File: src/rtl/turbo_itl_sched.sv
// turbo_itl_sched: PB job FIFO and launch sequencer for the turbo_rx
// interleaver/deinterleaver datapath (start/feed/wait/gap per job).
module turbo_itl_sched #(
   parameter int unsigned FIFO_DEPTH  = 4,
   parameter int unsigned GAP_CYC     = 5,
   parameter int unsigned TIMEOUT_CYC = 4096
) (
   input  logic                        clk,
   input  logic                        n_rst,
   input  logic                        job_valid,
   output logic                        job_ready,
   input  logic [11:0]                 job_len,
   input  logic [11:0]                 job_offset,
   input  logic                        job_mode,
   output logic                        tr_start,
   output logic                        tr_din_vld,
   output logic [11:0]                 tr_pb_len,
   output logic [11:0]                 tr_pb_offset,
   output logic                        tr_mod_int_dint,
   input  logic                        tr_dout_vld,
   output logic                        done,
   output logic                        err,
   output logic [1:0]                  err_code,
   output logic                        busy,
   output logic [$clog2(FIFO_DEPTH):0] fifo_level
);

   localparam int unsigned AW = $clog2(FIFO_DEPTH);
   localparam int unsigned LW = AW + 1;
   localparam int unsigned TW = $clog2(TIMEOUT_CYC + 1);
   localparam int unsigned GW = $clog2(GAP_CYC + 1);

   typedef enum logic [2:0] {
      S_IDLE,
      S_LOAD,
      S_FEED,
      S_WAIT,
      S_GAP
   } state_t;

   typedef struct packed {
      logic        mode;
      logic [11:0] offset;
      logic [11:0] len;
   } job_t;

   job_t          fifo_mem [FIFO_DEPTH];
   logic [AW-1:0] wr_ptr;
   logic [AW-1:0] rd_ptr;
   logic          push;
   logic          pop;
   job_t          head;
   logic          len_ok;

   state_t        state;
   logic [9:0]    beats;
   logic [9:0]    feed_cnt;
   logic [9:0]    out_cnt;
   logic [9:0]    out_cnt_nxt;
   logic [TW-1:0] wait_cnt;
   logic [GW-1:0] gap_cnt;

   assign job_ready = (fifo_level != LW'(FIFO_DEPTH));
   assign push      = job_valid & job_ready;
   assign pop       = (state == S_LOAD);
   assign head      = fifo_mem[rd_ptr];
   assign len_ok    = (head.len != 12'd0) && (head.len[1:0] == 2'b00);
   assign busy      = (state != S_IDLE);

   always_ff @(posedge clk) begin
      if (push)
         fifo_mem[wr_ptr] <= '{mode: job_mode, offset: job_offset, len: job_len};
   end

   always_ff @(posedge clk or negedge n_rst) begin
      if (!n_rst) begin
         wr_ptr     <= '0;
         rd_ptr     <= '0;
         fifo_level <= '0;
      end else begin
         if (push)
            wr_ptr <= wr_ptr + AW'(1);
         if (pop)
            rd_ptr <= rd_ptr + AW'(1);
         case ({push, pop})
            2'b10:   fifo_level <= fifo_level + LW'(1);
            2'b01:   fifo_level <= fifo_level - LW'(1);
            default: fifo_level <= fifo_level;
         endcase
      end
   end

   // Output beats count from the first FEED cycle and saturate at beats.
   always_comb begin
      out_cnt_nxt = out_cnt;
      if (((state == S_FEED) || (state == S_WAIT)) && tr_dout_vld && (out_cnt != beats))
         out_cnt_nxt = out_cnt + 10'd1;
   end

   always_ff @(posedge clk or negedge n_rst) begin
      if (!n_rst) begin
         state           <= S_IDLE;
         beats           <= '0;
         feed_cnt        <= '0;
         out_cnt         <= '0;
         wait_cnt        <= '0;
         gap_cnt         <= '0;
         tr_start        <= 1'b0;
         tr_din_vld      <= 1'b0;
         tr_pb_len       <= '0;
         tr_pb_offset    <= '0;
         tr_mod_int_dint <= 1'b0;
         done            <= 1'b0;
         err             <= 1'b0;
         err_code        <= '0;
      end else begin
         done     <= 1'b0;
         err      <= 1'b0;
         err_code <= '0;
         out_cnt  <= out_cnt_nxt;
         case (state)
            S_IDLE: begin
               if ((fifo_level != '0) || push)
                  state <= S_LOAD;
            end
            S_LOAD: begin
               tr_pb_len       <= head.len;
               tr_pb_offset    <= head.offset;
               tr_mod_int_dint <= head.mode;
               if (!len_ok) begin
                  err      <= 1'b1;
                  err_code <= 2'b01;
                  state    <= S_IDLE;
               end else begin
                  beats      <= head.len[11:2];
                  feed_cnt   <= head.len[11:2];
                  out_cnt    <= '0;
                  tr_start   <= 1'b1;
                  tr_din_vld <= 1'b1;
                  state      <= S_FEED;
               end
            end
            S_FEED: begin
               tr_start <= 1'b0;
               if (feed_cnt == 10'd1) begin
                  tr_din_vld <= 1'b0;
                  wait_cnt   <= '0;
                  state      <= S_WAIT;
               end else begin
                  feed_cnt <= feed_cnt - 10'd1;
               end
            end
            S_WAIT: begin
               if (out_cnt_nxt == beats) begin
                  done    <= 1'b1;
                  gap_cnt <= '0;
                  state   <= S_GAP;
               end else if (wait_cnt == TW'(TIMEOUT_CYC - 1)) begin
                  err      <= 1'b1;
                  err_code <= 2'b10;
                  gap_cnt  <= '0;
                  state    <= S_GAP;
               end else begin
                  wait_cnt <= wait_cnt + TW'(1);
               end
            end
            // done/err land in the first GAP cycle; GAP_CYC quiet cycles follow it,
            // giving the next tr_start GAP_CYC+3 cycles after done.
            S_GAP: begin
               if (gap_cnt == GW'(GAP_CYC))
                  state <= S_IDLE;
               else
                  gap_cnt <= gap_cnt + GW'(1);
            end
            default: state <= S_IDLE;
         endcase
      end
   end

endmodule

File: config.mk
export PLATFORM = sky130hd
export DESIGN_NAME = turbo_itl_sched
export DESIGN_NICKNAME = d
export VERILOG_FILES = /design/src/rtl/turbo_itl_sched.sv
export SDC_FILE = /design/constraint.sdc
export NUM_CORES = 1
export LEC_CHECK = 0
export BUFFER_PORTS_ARGS = -buffer_cell sky130_fd_sc_hd__buf_2
export CORE_MARGIN = 1.5
export CORE_UTILIZATION = 50
export DETAILED_ROUTE_END_ITERATION = 10
export PLACE_DENSITY = 0.77
export SKIP_LAST_GASP = 1
export SLEW_MARGIN = 10
export SYNTH_ARGS = -nofsm -noshare
export SYNTH_HDL_FRONTEND = slang
export SYNTH_SLANG_ARGS = --single-unit
export TNS_END_PERCENT = 1
File: constraint.sdc
create_clock -name clk -period 2.97 [get_ports clk]
set_input_delay 0.4455 -clock clk [delete_from_list [all_inputs] [get_ports clk]]
set_output_delay 0.4455 -clock clk [all_outputs]
set_load 0.01 [all_outputs]
==> impl_results.md <==
* Min Tclk post-route at 2.98 ns
* Post-detailed-route count of antenna-violating nets at 0
* Fmax at 336 MHz
* Overall via count from detail_route at 4977
* Number of endpoints with negative hold slack in the final report at 0
* Clock H-tree levels at 4
* Category of the critical setup timing path: reg2reg
* Post-synthesis adder-cell area fraction at 0.0197
* Mean routed wirelength per cell at 18.3 um
* Worst skew pair latency at 0.43 ns
* Slack of the critical path at -0.00634 ns
* Cell count after synthesis at 555
* Relative max-transition margin at 0.532
* Async SR Flop Fraction at 0.465
* Clock Skews at 0.0130 ns
* Number of global-route vias before repair at 5107
* Crit-path max FO at 7
* Num Clock Sinks at 187
* Share of cell area taken by muxes after synthesis at 0.123
* Final weighted congestion in routability-driven placement at 0.850
* Post-synth top area share at 0.375
* Cells along the critical path: xor2_1, or4_4, o311ai_2, xnor2_1, nand3_1, or4b_4, buf_6, and2_1, a221o_1
* Post-route core utilization at 0.601
* Largest family of logic cells by synthesized area: multiplexers
* Data arrival time of the critical path at 3.29 ns
* First-iteration detailed-routing DRC count at 300
* Sequential element share of the synthesized area at 0.647
* Number of top-level pins at 65
* Final design instance area without fill at 0.00947 mm2
* RSZ-0062 raised after global routing: yes
* Buf/Inv on CP at 1
* Most used flip-flop cell after synthesis: edfxtp_1
* Number of antenna violations at the first check in global routing at 0
* Starting density of the core at 0.508
* Maxcap violations at 0
* Layout net count at 701
* Post-route DRC at 0
* Compound-gate portion of the synthesized area at 0.0583
* IO buf count at 64
* Max IR drop VDD at 0.000600 V
* Most area-hungry cell type in the Yosys netlist: edfxtp_1
* Clock transition at path regs at 0.07 ns
* Number of iterations in the first detailed-routing pass at 5
* Synthesis-to-finish area growth at 18.4%
* Class of the tightest hold or removal check: in2async
* TritonCTS Buffers at 17
* WHS at 0.0624 ns
* Simple-gate portion of the synthesized area at 0.0982
* Die X-Extent at 130 um
* Ranking of synthesized cells by area: edfxtp_1 38%, dfrtp_1 27%, mux4_2 7.0%, mux2_2 4.9%, xnor2_1 2.1%
* Post-Synth XOR/XNOR Area at 0.0328
* GRT overflow at 0
* Worst Path Required at 3.29 ns
* Max-slew violation total from the final report at 0
* Violated checks: setup timing
* Number of enable-type register cells in the synthesized netlist at 100
* Die Span Y at 130 um
* Flop and latch count out of synthesis at 187
* Total inserted antenna cells at 0
* Yosys warns at 0
* Syn Area/Cell at 14.4 um2
* Mapped cell area at 0.00800 mm2
* TritonCTS clock tree: yes
* Clock root buffer: clkbuf_16
* Kind of capture point of the worst setup path: flop
* Placed instance area at 0.00881 mm2
* Num rows at 46
* Slowest cell on the critical path: or4_4
* Hpwl dp at 10700 um
* Leakage at 3.79 nW
* Setup violators final at 1
* Crit-path leading delay family: simple AND/OR/NAND/NOR gates
* Synth unique cells at 61
* Run status: complete, but fails checks
* Maximum number of pins on one net before global-route repair at 50
* Largest stage delay on the critical path at 0.57 ns
* Final period util at 1.00
* GRT Util Overall at 0.209
* Type of element launching the critical path: flop
* Total power per unit cell area at 1040 mW/mm2
* Aggregate routed wire length at 16200 um
* Slew of the pin with the lowest slew margin at 0.701 ns
* Die area at 0.0168 mm2
* Ratio of routed vias to standard cells at 5.60
* Post-synthesis net count at 596
* Hold-fix buffers at CTS at 0
* Maximum clock path buffer count at 2
* Fraction of final layout cells sized beyond drive strength 1 at 0.322
* # fillers at 1208
* Wire length of the first global-routing pass at 26300 um
* Core Footprint at 0.0158 mm2
## logic make-up after synthesis
group                      count (synthesis)
DFF                                      187
and+or+nand+nor                          153
AOI/OAI and AO/OA                         70
muxes                                     63
buffers and inverters                     40
xor gates and xnor gates                  30
adders and majority gates                 12
## area by class of cell
type,instances,area (um2),area share
Sequential cell,187,5180,0.547
Multi-Input combinational cell,328,2690,0.284
Timing Repair Buffer,107,672,0.0709
Clock buffer,17,425,0.0449
Tap cell,216,270,0.0285
Clock inverter,15,160,0.0169
Inverter,19,71.3,0.00753
## placed cells by master, fill, tap and decap left out, types with 6 or more instances in the layout
cell type  instances
nand2_1           30
o21ai_0           19
nand3_1           12
inv_1             18
xnor2_1           19
xor2_1            11
mux4_2            25
edfxtp_1         100
nor3_1            11
dfrtp_1           86
or3_1              7
a31oi_1            6
buf_4             40
mux2_2            35
and3_1            12
ha_1              11
nor2_1            43
buf_2             64
a21oi_1           11
clkbuf_16         17
## cells in the mapped netlist, drive strengths merged (9+ instances only)
| library cell | n |
|---|---|
| inv | 18 |
| nand3 | 12 |
| o21ai | 21 |
| edfxtp | 100 |
| a21oi | 12 |
| and3 | 12 |
| buf | 9 |
| mux4 | 25 |
| nand2 | 31 |
| xor2 | 11 |
| nor3 | 14 |
| dfrtp | 87 |
| ha | 11 |
| nor2 | 43 |
| mux2 | 35 |
| xnor2 | 19 |
| clkbuf | 12 |
## repair_timing
| item | in CTS | in global routing |
|---|---|---|
| pin swaps | 4 | 1 |
| gates resized for setup | 4 | 3 |
| setup buffers | 5 | 0 |
| gates cloned | 1 | 0 |
| setup endpoints to repair | 20 | 33 |
## stage by stage
step	cells	setup WS, ns	TNS [ns]	total power, mW
detailed placement	851	-0.0956	-0.804	7.63
CTS	889	-0.0535	-0.122	9.90
floorplan	555	-0.0567	-0.104	6.33
global route	889	-0.108	-1.64	10.4
global placement	851	-0.0448	-0.273	7.47
finish	889	-0.00634	-0.00634	9.84
## path summary, 6_finish.rpt
kind | startpoint | end | slack, ns | cells past startpoint
max in group asynchronous | n_rst | state[0]$_DFFE_PN0P_ | 2.26 | 2
max reg2reg | beats[6]$_DFFE_PN0P_ | wait_cnt[8]$_DFFE_PN0P_ | -0.006 | 9
min in group clk | job_offset[1] | fifo_mem[0][13]$_DFFE_PP_ | 0.22 | 1
min reg2reg | tr_din_vld$_DFFE_PN0P_ | tr_din_vld$_DFFE_PN0P_ | 0.47 | 1
min | n_rst | out_cnt[1]$_DFF_PN0_ | 0.06 | 1
max | beats[6]$_DFFE_PN0P_ | wait_cnt[8]$_DFFE_PN0P_ | -0.006 | 9
## state kept, by name, indices dropped and copies added, names as in the netlist, 3 cells and up
register,count
fifo_mem,100
wait_cnt,13
tr_pb_len,12
tr_pb_offset,12
beats,10
feed_cnt,10
out_cnt,10
fifo_level,3
gap_cnt,3
state,3
## worst register-to-register path: cells and delay by family, from the launching register on
family,cells,cell delay (ns)
and+or+nand+nor,4,1.34
xor gates and xnor gates,2,0.34
buffers and inverters,1,0.16
AOI/OAI and AO/OA,2,0.63
DFF,1,0.38
## layer usage
| layer | track usage | part of all wire | up-vias |
|---|---|---|---|
| li1 | - | - | 2296 |
| met1 | 0.264 | 0.43 | 2527 |
| met2 | 0.357 | 0.50 | 132 |
| met3 | 0.0479 | 0.048 | 22 |
| met4 | 0.0758 | 0.019 | 0 |
| met5 | 0 | 0 | - |
## power breakdown
group | switching [mW] | internal [mW] | total [mW]
Sequential | 0.485 | 3.53 | 4.02
Clock | 1.04 | 1.19 | 2.23
Combinational | 1.89 | 1.70 | 3.59
Total | 3.41 | 6.43 | 9.84
Note: power is estimated with default switching activity, not from simulation.
